$ cat config.mk
export PLATFORM = sky130hd
export DESIGN_NAME = mem_port_arbiter
export DESIGN_NICKNAME = d
export VERILOG_FILES = /design/src/rtl/mem_port_arbiter.sv
export SDC_FILE = /design/constraint.sdc
export NUM_CORES = 1
export LEC_CHECK = 0
export CORE_MARGIN = 5
export CORE_UTILIZATION = 55
export CTS_CLUSTER_SIZE = 40
export DETAILED_ROUTE_END_ITERATION = 7
export DONT_BUFFER_PORTS = 1
export PLACE_DENSITY = 0.78
export SETUP_SLACK_MARGIN = 0.4
export SYNTH_ARGS = -nofsm -noshare
export SYNTH_HDL_FRONTEND = slang
export SYNTH_SLANG_ARGS = --single-unit
$ cat constraint.sdc
create_clock -name clk -period 9.9 [get_ports clk]
set_input_delay 0.495 -clock clk [delete_from_list [all_inputs] [get_ports clk]]
set_output_delay 0.495 -clock clk [all_outputs]
set_load 0.005 [all_outputs]
$ cat src/rtl/mem_port_arbiter.sv
// mem_port_arbiter: shares one memory port between instruction fetch and the MEM stage with bounded fetch starvation
// Ports: clk, rst (async, active-high); fetch side if_req/if_addr -> if_rdata/if_ready;
// MEM side mem_req/mem_we/mem_addr/mem_wdata -> mem_rdata/mem_ready; stall to pipeline;
// shared port bus_req/bus_we/bus_addr/bus_wdata -> memory, bus_rdata/bus_ack <- memory.
module mem_port_arbiter #(
  parameter int unsigned MAX_IF_WAIT = 4
) (
  input  logic        clk,
  input  logic        rst,
  input  logic        if_req,
  input  logic [31:0] if_addr,
  output logic [31:0] if_rdata,
  output logic        if_ready,
  input  logic        mem_req,
  input  logic        mem_we,
  input  logic [31:0] mem_addr,
  input  logic [31:0] mem_wdata,
  output logic [31:0] mem_rdata,
  output logic        mem_ready,
  output logic        stall,
  output logic        bus_req,
  output logic        bus_we,
  output logic [31:0] bus_addr,
  output logic [31:0] bus_wdata,
  input  logic [31:0] bus_rdata,
  input  logic        bus_ack
);
  typedef enum logic [1:0] {IDLE, GNT_IF, GNT_MEM, DONE} state_t;
  localparam logic [3:0] MAX_WAIT = 4'(MAX_IF_WAIT);
  state_t      r_state, w_next;
  logic [3:0]  r_wait_cnt, w_wait_next;
  logic        r_gnt_if;
  logic        r_bus_we;
  logic [31:0] r_bus_addr, r_bus_wdata, r_if_rdata, r_mem_rdata;
  logic        w_pick_mem, w_pick_if, w_grant;
  // MEM wins unless fetch has already waited through MAX_WAIT MEM grants
  assign w_pick_mem = mem_req & (~if_req | (r_wait_cnt < MAX_WAIT));
  assign w_pick_if  = if_req & ~w_pick_mem;
  assign w_grant    = (r_state == IDLE) & (w_pick_mem | w_pick_if);
  always_comb begin
    w_next      = r_state;
    w_wait_next = r_wait_cnt;
    case (r_state)
      IDLE: begin
        w_next      = w_pick_mem ? GNT_MEM : w_pick_if ? GNT_IF : IDLE;
        w_wait_next = (~if_req | w_pick_if) ? 4'd0 :
                      (w_pick_mem & (r_wait_cnt < MAX_WAIT)) ? r_wait_cnt + 4'd1 : r_wait_cnt;
      end
      GNT_IF, GNT_MEM: w_next = bus_ack ? DONE : r_state;
      default: w_next = IDLE;
    endcase
  end
  always_ff @(posedge clk or posedge rst) begin
    if (rst) begin
      r_state     <= IDLE;
      r_wait_cnt  <= '0;
      r_gnt_if    <= 1'b0;
      r_bus_we    <= 1'b0;
      r_bus_addr  <= '0;
      r_bus_wdata <= '0;
      r_if_rdata  <= '0;
      r_mem_rdata <= '0;
    end else begin
      r_state    <= w_next;
      r_wait_cnt <= w_wait_next;
      if (w_grant) begin
        r_gnt_if    <= w_pick_if;
        r_bus_addr  <= w_pick_mem ? mem_addr : if_addr;
        r_bus_we    <= w_pick_mem & mem_we;
        r_bus_wdata <= w_pick_mem ? mem_wdata : 32'd0;
      end
      if ((r_state == GNT_IF) && bus_ack) r_if_rdata <= bus_rdata;
      if ((r_state == GNT_MEM) && bus_ack && !r_bus_we) r_mem_rdata <= bus_rdata;
    end
  end
  assign bus_req   = (r_state == GNT_IF) | (r_state == GNT_MEM);
  assign bus_we    = r_bus_we;
  assign bus_addr  = r_bus_addr;
  assign bus_wdata = r_bus_wdata;
  assign if_rdata  = r_if_rdata;
  assign mem_rdata = r_mem_rdata;
  assign if_ready  = (r_state == DONE) & r_gnt_if;
  assign mem_ready = (r_state == DONE) & ~r_gnt_if;
  assign stall     = (if_req & ~if_ready) | (mem_req & ~mem_ready);
endmodule

Word level (Yosys, flattened, before mapping)
Index checks and enable logic that the tools add are counted.
- flip-flop bits (word level): 136
- word-level logic and storage cells: 49
- $add $sub $neg: 1
- $lt $le $gt $ge: 1
- equality and inequality tests: 4
- muxes and demuxes: 8
- bitwise operators: 19
- reduce and logical (&&, ||, !) cells: 8
- operators by type and width (cell ; number):
    32-bit 2-to-1 mux ; 2
    1-bit AND ; 9
    4-bit 2-to-1 mux ; 2
    1-bit inverter ; 5
    1-bit OR ; 5
    4-bit by 1-bit adder with 4-bit output (second input constant) ; 1
    2-bit == test (second input constant) ; 2
    4-bit by 3-bit < comparator with 1-bit output (second input constant) ; 1
    2-bit 2-to-1 mux ; 2
    2-bit case mux with 2 select lines ; 1
    1-bit logical AND ; 3
    2-bit by 1-bit == test with 1-bit output (second input constant) ; 1
    2-bit zero test ; 1
    2-bit inequality test (second input constant) ; 1
    2-bit AND reduction ; 1
    2-bit nonzero test ; 1
    2-bit OR reduction ; 1
    1-bit zero test ; 1
    1-bit 2-to-1 mux ; 1

Logic depth before layout (Yosys ltp)
Gate-level depths: netlist of the first run.
- word-level depth: 8
- mapped depth: 8

Worst setup path before layout of the first run
No wires, ideal clock.
- path kind: reg-to-output
- start point: register r_state[0]
- end point: output stall
- arrival: 1.001 ns
- setup slack: 8.404 ns
- cell stages (with the launch flop): 5
- path buffers: 0
- path through: dfrtp_1 > ha_1 > nor2b_1 > nor2_1 > a2bb2oi_1
- longest elaborated chain between the ends: 5
- RTL lines (item ; line ; source):
    start, declared ; 30 ; state_t r_state, w_next;
    start signal, assigned ; 64 ; r_state <= w_next;
    2-bit == test ; 83 ; assign mem_ready = (r_state == DONE) & ~r_gnt_if;
    1-bit AND ; 83 ;
    net mem_ready ; 19 ; output logic mem_ready,
    1-bit inverter ; 84 ; assign stall = (if_req & ~if_ready) | (mem_req & ~mem_ready);
    1-bit AND ; 84 ;
    1-bit OR ; 84 ;
    end, declared ; 20 ; output logic stall,
The timed path passes the listed nets, and every way through them passes these cells.

Worst setup path in the final report of the first run
- start point: register r_wait_cnt[2]
- end point: register r_wait_cnt[0]
- longest elaborated chain between the ends: 8
- RTL lines (item ; line ; source):
    start, declared ; 31 ; logic [3:0] r_wait_cnt, w_wait_next;
    start signal, assigned ; 65 ; r_wait_cnt <= w_wait_next;
    4-bit by 3-bit < comparator with 1-bit output * ; 37, 47 ;
    1-bit OR ; 37 ; assign w_pick_mem = mem_req & (~if_req | (r_wait_cnt < MAX_WAIT));
    1-bit AND ; 37 ;
    1-bit inverter ; 38 ; assign w_pick_if = if_req & ~w_pick_mem;
    1-bit AND ; 38 ;
    1-bit OR ; 46 ; w_wait_next = (~if_req | w_pick_if) ? 4'd0 :
    2-bit nonzero test (no line) ; - ;
    2-bit AND reduction (no line) ; - ;
Every way passes the cells marked *; elsewhere a longest branch is shown, timed or not.
A chain may end at the register's enable or synchronous reset.

==> results of run 1 <==
## routing by layer
metal	track usage	vias to the layer above	wire length, µm
li1	-	1733	-
met1	0.250	1940	5050
met4	0.0921	0	369
met3	0.0902	33	1740
met5	0	-	0
met2	0.383	242	7270
## logic make-up after synthesis
kind of cell / share of synthesized area
buffers and inverters: 0.0433
AND/OR/NAND/NOR: 0.133
multiplexers: 0.122
flip-flops: 0.577
AO/OA/AOI/OAI: 0.109
adder cells (fa/ha/maj): 0.0149
## registers in the layout, summed over array words and instances (netlist names)
register and cells:
bus_wdata 32, r_gnt_if 1, r_state 2, if_rdata 32
bus_we 1, bus_addr 32, r_wait_cnt 4, mem_rdata 32
## worst register-to-register path, cell delays in order (launching register included)
cell	delay, ns
dfrtp_1	0.43
o21ai_4	0.71
nand2_1	0.89
o31ai_1	0.52
## report_power, final
group          total (mW)  internal, mW  switching, mW
clock network       0.625         0.397          0.228
registers            1.08         0.834          0.242
logic               0.586         0.266          0.321
## cell usage in the layout, fill, tap and decap left out, types with 4 or more instances in the layout
| cell type | count |
|---|---|
| buf_4 | 5 |
| clkbuf_16 | 16 |
| clkinv_4 | 4 |
| dfrtp_1 | 136 |
| ha_1 | 7 |
| inv_1 | 6 |
| mux2_2 | 64 |
| nand2_1 | 135 |
| nand4_1 | 32 |
| nor2b_1 | 5 |
| o211ai_2 | 29 |
| o21ai_1 | 34 |
## final cells by class
cell class	count	area share
tap	136	0.0262
clock buffer	21	0.0692
sequential	136	0.524
timing repair buffer	5	0.00578
multi-input combinational	328	0.347
clock inverter	11	0.0228
inverter	7	0.00444
## worst max path at each step
stage               depth (start not counted)                         to
global route                                3     r_state[1]$_DFFE_PP0P_
floorplan                                   1    bus_addr[0]$_DFFE_PP0P_
detailed placement                          3  r_wait_cnt[0]$_DFFE_PP0P_
finish                                      3  r_wait_cnt[0]$_DFFE_PP0P_
global placement                            3     r_state[1]$_DFFE_PP0P_
CTS                                         3  r_wait_cnt[0]$_DFFE_PP0P_
## metrics by stage
stage	hold slack, ns	cell area, µm²
floorplan	0.459	5890
global placement	0.478	5880
detailed placement	0.509	5880
CTS	0.00901	6480
global route	0.0464	6490
finish	-0.0102	6490
==> qor.yml, run 1 <==
run_status:
  status: "complete, but fails checks"
  violations: "negative hold slack"
job:
  cap_violations: 0
setup_path:
  r2r_cells: 3
  critPathBufInv: 0
  critical_path_class: "flip-flop to flip-flop"
  timing.rr.end: "r_wait_cnt[0]$_DFFE_PP0P_"
  start_kind: "flip-flop"
  critical_path_arrival_ns: 3.06
  crit_required_ns: 10.30
  rr_startpoint: "r_wait_cnt[2]$_DFFE_PP0P_"
  rrSetupSlack_ns: 7.24
  critical_path.max_fanout: 36
  crit_path_end_kind: "flip-flop"
  crit_slowest_cell: "nand2_1"
  max_stage_delay_ns: 0.88
  crit_start: "r_wait_cnt[2]$_DFFE_PP0P_"
  worstPathCellList: "o21ai_4 > nand2_1 > o31ai_1"
  critPathTopFamily: "compound AO/OA/AOI/OAI gates"
power_and_ir_drop:
  total_power_mw: 2.29
  p_leak_nw: 2.89
  ir_drop_mv: 0.151
  power_density_nw_per_um2: 353
logic_synthesis:
  synthTopCellsByArea: "dfrtp_1, mux2_2, nand2_1, o211ai_2, nand4_1"
  ys_seq_elements: 136
  synthFlopType: "dfrtp_1"
  yosysTopAreaCellShare: 0.577
  postSynthCellCount: 510
  syn-num-nets: 651
  syn_area_per_cell_um2: 11.6
  ys_top_cells_by_count: "dfrtp_1, nand2_1, mux2_2"
  yosysTopAreaCell: "dfrtp_1"
  synth.yosys.seq_area_share: 0.577
  synth_cell_types: 27
  ys_warn_count: 0
  synth.most_common_cell: "dfrtp_1"
  synth_edf_count: 0
  synth_area_um2: 5890
  synth_async_sr_flop_share: 1.00
detailed_routing:
  remaining_drc_errors: 0
  ant_nets: 0
  num_vias: 3948
  drt_pass1_iterations: 5
  routed_wl_mm: 14.4
  drt_iter0_markers: 430
  avgViaCountPerCell: 6.13
  wl_per_cell_um: 22.4
clocking:
  clkLatencyLatePin_ns: 0.51
  post_cts_resize_count: 0
  cts_buffers: 17
  postCtsSetupBuffers: 0
  cts_tree: "built"
  clkTransAtPathRegs_ns: 0.06
  clock_sinks: 136
  cts_root_buf: "clkbuf_8"
  cts_hold_buf: 0
  clockBufferDepth: 2
  htreeDepth: 4
placement:
  dp_worst_setup_slack_ns: 6.78
  dp_hpwl_mm: 10.4
  routabilityCongestion: 0.796
  port_buffers: 0
  dp.cells: 612
layout:
  final_layout_size_suffix_gt1_frac: 0.264
  regArea_um2: 3400
  n_fill_cell: 777
  multi_input_comb_area_um2: 2250
  antenna_cells: 0
  fin_util: 0.626
  synthToLayoutAreaGrowth_pct: 10.1
  fin_nets: 636
  fin_cells: 644
timing:
  worst_slack_ns: 7.24
  fmax_ghz: 0.375
  setup_viol: 0
  hold-worst-slack_ns: -0.0102
  period_share: 0.269
  hold_viol_final: 5
  period_needed_ns: 2.66
  rsz0062_at_grt: "false"
  finalClockSkew_ns: 0.0108
  max_slew.worst_pin.slew_ns: 1.20
  drv_slew: 0
  relSlewSlack: 0.197
  fin_tns_setup_ns: 0
grt:
  grtUsageTotal: 0.224
  antenna_found_initial: 0
  grt_pass1_wl_mm: 22.8
  grt-ovfl-total: 0
  grt_pass1_vias: 4197
  grt_max_degree: 73
floorplanning:
  die_h_um: 114
  dieArea_um2: 12900
  fp-row-count: 37
  ios: 267
  coreArea_um2: 10400
  start_util: 0.568
  die_w_um: 114
min_path:
  worstHoldPathType: "input pin to asynchronous set/reset pin"
Power figures use the tool's default switching activity.
==> run 2, diff against run 1 <==
Clock period 9.9 ns to 2.7 ns, I/O delays scaled along.
==> qor.yml, run 2 <==
run_status:
  status: "did not finish"
  haltStage: "clock tree synthesis (4_1_cts)"
  stop_error: "[ERROR RSZ-0060] Max buffer count reached."
clocking:
  cts_hold_buf: 131  # +131
  clock_sinks: 136  # unchanged
  post_cts_resize_count: 0  # unchanged
  postCtsSetupBuffers: 0  # unchanged
  htreeDepth: 4  # unchanged
  cts_root_buf: "clkbuf_8"
  clockBufferDepth: 2  # unchanged
  cts_buffers: 17  # unchanged
logic_synthesis:
  postSynthCellCount: 510  # unchanged
  synthFlopType: "dfrtp_1"
  ys_seq_elements: 136  # unchanged
  ys_top_cells_by_count: "dfrtp_1, nand2_1, mux2_2"
  ys_warn_count: 0  # unchanged
  syn_area_per_cell_um2: 11.6  # unchanged
  synth.most_common_cell: "dfrtp_1"
  synth_area_um2: 5890  # unchanged
  synth_cell_types: 27  # unchanged
  synth_edf_count: 0  # unchanged
  syn-num-nets: 651  # unchanged
  synthTopCellsByArea: "dfrtp_1, mux2_2, nand2_1, o211ai_2, nand4_1"
  synth.yosys.seq_area_share: 0.577  # unchanged
  yosysTopAreaCellShare: 0.577  # unchanged
  yosysTopAreaCell: "dfrtp_1"
  synth_async_sr_flop_share: 1.00  # unchanged
placement:
  dp_worst_setup_slack_ns: 0.620  # -6.16 ns
  dp_hpwl_mm: 10.4  # +0.59%
  port_buffers: 0  # unchanged
  routabilityCongestion: 0.813  # +2.0%
floorplanning:
  die_h_um: 114  # unchanged
  fp-row-count: 37  # unchanged
  die_w_um: 114  # unchanged
  ios: 267  # unchanged
  start_util: 0.568  # unchanged
run 2: per-stage QoR:
stage | utilization | cell area, µm² | std cells
3_5_place_dp | 0.576 | 5970 | 620
2_1_floorplan | - | 5900 | 510
3_3_place_gp | 0.576 | 5970 | 620
run 2: cells by family after synthesis:
kind of cell,share of synthesized area
AO/OA/AOI/OAI,0.109
adder cells (fa/ha/maj),0.0149
buffers and inverters,0.0433
flip-flops,0.577
multiplexers,0.122
AND/OR/NAND/NOR,0.133
==> run 3, diff against run 2 <==
Settings changed: CORE_UTILIZATION 55 to 40, CTS_CLUSTER_SIZE 40 to default, PLACE_DENSITY 0.78 to default, PLACE_DENSITY_LB_ADDON from default to 0.15, SETUP_SLACK_MARGIN 0.4 to default.
==> qor.yml, run 3 (synthesis results as in run 1) <==
setup_path:
  critPathTopFamily: "buffers and inverters"
  crit_path_end_kind: "flip-flop"
  max_stage_delay_ns: 0.58
  timing.rr.end: "bus_addr[28]$_DFFE_PP0P_"
  crit_start: "r_state[1]$_DFFE_PP0P_"
  start_kind: "flip-flop"
  critical_path.max_fanout: 29
  critical_path_class: "flip-flop to flip-flop"
  crit_slowest_cell: "dlygate4sd3_1"
  endpoint: "bus_addr[28]$_DFFE_PP0P_"
  r2r_cells: 7
  crit_required_ns: 3.04
  critical_path_depth: 7
  rr_startpoint: "r_state[1]$_DFFE_PP0P_"
  rrSetupSlack_ns: 0.31
  worstPathCellList: "inv_1 > ha_1 > o21a_2 > buf_12 > nand2_1 > o211ai_1 > dlygate4sd3_1"
  critical_path_arrival_ns: 2.74
  critPathBufInv: 3
detailed_routing:
  ant_nets: 0
  wl_per_cell_um: 20.0
  avgViaCountPerCell: 5.30
  num_vias: 4413
  drt_pass1_iterations: 4
  drt_iter0_markers: 198
  routed_wl_mm: 16.6
  remaining_drc_errors: 0
layout:
  n_fill_cell: 1175
  antenna_cells: 0
  fin_util: 0.555
  synthToLayoutAreaGrowth_pct: 36.3
  final_layout_size_suffix_gt1_frac: 0.219
  fin_nets: 776
  final_cell_mix: "dfrtp_1, nand2_1, dlygate4sd3_1"
  final_common_cell: "dfrtp_1"
timing:
  setup_viol: 0
  fmax_ghz: 0.418
  fin_tns_setup_ns: 0
  period_needed_ns: 2.39
  rsz0062_at_grt: "false"
  hold_viol_final: 0
  relSlewSlack: 0.327
  finalClockSkew_ns: 0.00968
  drv_slew: 0
  period_share: 0.887
  max_slew.worst_pin.slew_ns: 1.01
clocking:
  htreeDepth: 4  # unchanged
  clock_sinks: 136  # unchanged
  cts_buffers: 17  # unchanged
  clkLatencyLatePin_ns: 0.41
  clkTransAtPathRegs_ns: 0.06
  clockBufferDepth: 2  # unchanged
  cts_tree: "built"
  cts_root_buf: "clkbuf_16"
grt:
  grt-ovfl-total: 0
  grt_pass1_vias: 4773
  antenna_found_initial: 0
  grtUsageTotal: 0.193
  grt_pass1_wl_mm: 27.0
  grt_max_degree: 80
floorplanning:
  coreArea_um2: 14500
  ios: 267  # unchanged
  start_util: 0.407  # -0.161
  fp-row-count: 44  # +19%
  dieArea_um2: 17300
  die_w_um: 131  # +16%
  die_h_um: 131  # +16%
placement:
  routabilityCongestion: 0.768  # -5.6%
  port_buffers: 0  # unchanged
  dp_hpwl_mm: 10.6  # +1.7%
min_path:
  worstHoldPathType: "input pin to flip-flop"
job:
  cap_violations: 0
power_and_ir_drop:
  total_power_mw: 9.39
  ir_drop_mv: 0.491
  power_density_nw_per_um2: 1170
  p_leak_nw: 3.53
run_status:
  status: "completed"
run 3: per-stage QoR:
step / area, µm² / setup slack, ns / instances / hold WS, ns
5_1_grt: 8030 / 0.128 / 832 / 0.0454
2_1_floorplan: 5900 / 0.872 / 510 / 0.262
4_1_cts: 8030 / 0.363 / 832 / 0.0284
3_5_place_dp: 6020 / 0.889 / 667 / 0.268
3_3_place_gp: 6020 / 0.934 / 667 / 0.264
6_report: 8030 / 0.306 / 832 / 0.0447
run 3: worst register-to-register path, stage by stage, from the launching register on:
cell and delay (ns):
dfrtp_1 0.43, inv_1 0.12, ha_1 0.21, o21a_2 0.48
buf_12 0.25, nand2_1 0.09, o211ai_1 0.17, dlygate4sd3_1 0.58
run 3: timing repair:
item,CTS,global route
hold buffers,133,0
resized for setup,0,0
hold endpoints to repair,193,0
buffers inserted,0,0
run 3: where the power goes:
part	switching [mW]	internal [mW]	total, mW
Sequential	0.901	3.06	3.96
Combinational	1.30	1.50	2.79
Clock	0.860	1.78	2.64
Total	3.06	6.33	9.39
run 3: metal layers:
metal / track usage / routed length [µm]
met4: 0.0611 / 299
met5: 0 / 0
met1: 0.225 / 6410
met2: 0.327 / 8460
met3: 0.0791 / 1470
run 3: worst min path at each step:
stage | startpoint | endpoint | slack, ns | depth (start not counted)
2_1_floorplan | mem_wdata[0] | bus_wdata[0]$_DFFE_PP0P_ | 0.26 | 2
3_3_place_gp | mem_wdata[7] | bus_wdata[7]$_DFFE_PP0P_ | 0.26 | 2
3_5_place_dp | mem_wdata[14] | bus_wdata[14]$_DFFE_PP0P_ | 0.27 | 2
4_1_cts | bus_ack | r_state[1]$_DFFE_PP0P_ | 0.03 | 3
5_1_grt | bus_ack | r_state[1]$_DFFE_PP0P_ | 0.05 | 3
6_report | bus_ack | r_state[1]$_DFFE_PP0P_ | 0.04 | 3
run 3: cell type report:
type | count | area (µm²) | area share
clock inverter | 12 | 221 | 0.0276
sequential | 136 | 3400 | 0.424
timing repair buffer | 145 | 1450 | 0.180
inverter | 7 | 30.0 | 0.00374
clock buffer | 20 | 457 | 0.0569
multi-input combinational | 328 | 2240 | 0.279
tap | 184 | 230 | 0.0287
==> run 4, diff against run 3 <==
Clock period 2.7 ns to 1.95 ns, I/O delays scaled along.
==> qor.yml, run 4 (synthesis results as in run 1) <==
grt:
  grt_pass1_wl_mm: 26.6  # -1.3%
  grtUsageTotal: 0.192  # -0.00110
  grt_pass1_vias: 4775  # +0.042%
  antenna_found_initial: 0  # unchanged
  grt-ovfl-total: 0  # unchanged
  grt_max_degree: 89  # +11%
timing:
  period_needed_ns: 1.69  # -0.705 ns
  relSlewSlack: 0.593  # +0.266
  max_slew.worst_pin.slew_ns: 0.611  # -0.399 ns
  worst_slack_ns: 0.261  # -0.0452 ns
  drv_slew: 0  # unchanged
  fin_tns_setup_ns: 0  # unchanged
  fmax_ghz: 0.592  # +42%
  hold_viol_final: 0  # unchanged
  finalClockSkew_ns: 0.00948  # -0.000195 ns
  period_share: 0.866  # -0.0205
  rsz0062_at_grt: "false"
  setup_viol: 0  # unchanged
  hold-worst-slack_ns: 0.0226  # -0.0221 ns
floorplanning:
  ios: 267  # unchanged
  fp-row-count: 44  # unchanged
  start_util: 0.407  # unchanged
  dieArea_um2: 17300  # unchanged
  die_w_um: 131  # unchanged
  die_h_um: 131  # unchanged
  coreArea_um2: 14500  # unchanged
placement:
  dp_hpwl_mm: 11.0  # +3.3%
  placed_cell_area_um2: 6080  # +1.0%
  routabilityCongestion: 0.780  # +1.6%
  dp_worst_setup_slack_ns: 0.305  # -0.583 ns
  port_buffers: 0  # unchanged
  dp.cells: 670  # +0.45%
setup_path:
  start_kind: "flip-flop"
  crit_path_end_kind: "flip-flop"
  critical_path_arrival_ns: 2.03  # -0.71 ns
  rr_startpoint: "r_state[0]$_DFFE_PP0P_"
  worstPathCellList: "inv_1 > ha_1 > buf_4 > buf_4 > nand4_1 > o211ai_2"
  max_stage_delay_ns: 0.42  # -0.16 ns
  crit_path_frequent_cell: "buf_4"
  rrSetupSlack_ns: 0.26  # -0.05 ns
  crit_start: "r_state[0]$_DFFE_PP0P_"
  critical_path.max_fanout: 22  # -24%
  crit_slowest_cell: "dfrtp_1"
  critical_path_class: "flip-flop to flip-flop"
  crit_required_ns: 2.29  # -0.75 ns
run_status:
  status: "completed"
layout:
  final_cell_mix: "dfrtp_1, nand2_1, dlygate4sd3_1"
  final_common_cell: "dfrtp_1"
  fin_nets: 779  # +0.39%
  antenna_cells: 0  # unchanged
  final_area_um2: 8020  # -0.20%
  fin_util: 0.554  # -0.00112
  n_fill_cell: 1179  # +0.34%
  final_layout_size_suffix_gt1_frac: 0.218  # -0.00101
  fin_cells: 835  # +0.36%
  synthToLayoutAreaGrowth_pct: 36.0
clocking:
  clkLatencyLatePin_ns: 0.41  # about the same
  post_cts_resize_count: 0  # unchanged
  clockBufferDepth: 2  # unchanged
  clkTransAtPathRegs_ns: 0.06  # about the same
  cts_root_buf: "clkbuf_16"
  htreeDepth: 4  # unchanged
  clock_sinks: 136  # unchanged
  postCtsSetupBuffers: 0  # unchanged
  cts_tree: "built"
  cts_buffers: 17  # unchanged
  cts_hold_buf: 133  # unchanged
detailed_routing:
  drt_iter0_markers: 144  # -27%
  routed_wl_mm: 16.6  # -0.46%
  drt_pass1_iterations: 4  # unchanged
  num_vias: 4409  # -0.091%
  avgViaCountPerCell: 5.28  # -0.45%
  wl_per_cell_um: 19.8  # -0.81%
  ant_nets: 0  # unchanged
  remaining_drc_errors: 0  # unchanged
power_and_ir_drop:
  power_density_nw_per_um2: 1510  # +29%
  ir_drop_mv: 0.713  # +45%
  p_leak_nw: 3.51  # -0.56%
  total_power_mw: 12.1  # +29%
job:
  cap_violations: 0  # unchanged
min_path:
  worstHoldPathType: "input pin to flip-flop"
  min_from: "mem_req"
[run 4: changes by cell type in the layout (fill, tap and decap cells not counted), sizes merged]
cell and delta:
bufinv -3, clkbuf +4, clkinvlp -1, buf +4, dlygate4sd3 -1
[run 4: area by class of cell]
class	count	area, µm²	share of cell area
multi-input combinational	328	2240	0.280
clock inverter	8	120	0.0150
tap	184	230	0.0287
sequential	136	3400	0.425
timing repair buffer	148	1520	0.189
inverter	7	30.0	0.00375
clock buffer	24	472	0.0588
[run 4: final timing paths]
kind                                        endpoint  depth (start not counted)
min                        r_wait_cnt[2]$_DFFE_PP0P_                          3
max reg2reg                 bus_addr[11]$_DFFE_PP0P_                          6
min in group asynchronous   if_rdata[11]$_DFFE_PP0P_                          3
max                         bus_addr[11]$_DFFE_PP0P_                          6
min reg2reg                r_wait_cnt[0]$_DFFE_PP0P_                          1
max in group asynchronous   bus_addr[25]$_DFFE_PP0P_                          3
[run 4: layer usage]
metal | wire length [µm] | vias up | global-route usage
met5 | 0 | - | 0
met4 | 472 | 0 | 0.0851
met3 | 1420 | 38 | 0.0703
met2 | 8510 | 216 | 0.333
met1 | 6160 | 2134 | 0.211
li1 | - | 2021 | -
[run 4: critical path, delay by kind of cell, from the launching register on]
| kind | cells | cell delay (ns) |
|---|---|---|
| compound gates | 1 | 0.11 |
| fa+ha+maj | 1 | 0.26 |
| buf+inv | 3 | 0.65 |
| flops | 1 | 0.42 |
| simple gates | 1 | 0.18 |
[run 4: report_power, final]
part	internal [mW]	switching, mW	total (mW)
clock network	2.07	1.14	3.21
logic	1.67	1.73	3.40
registers	4.23	1.25	5.49
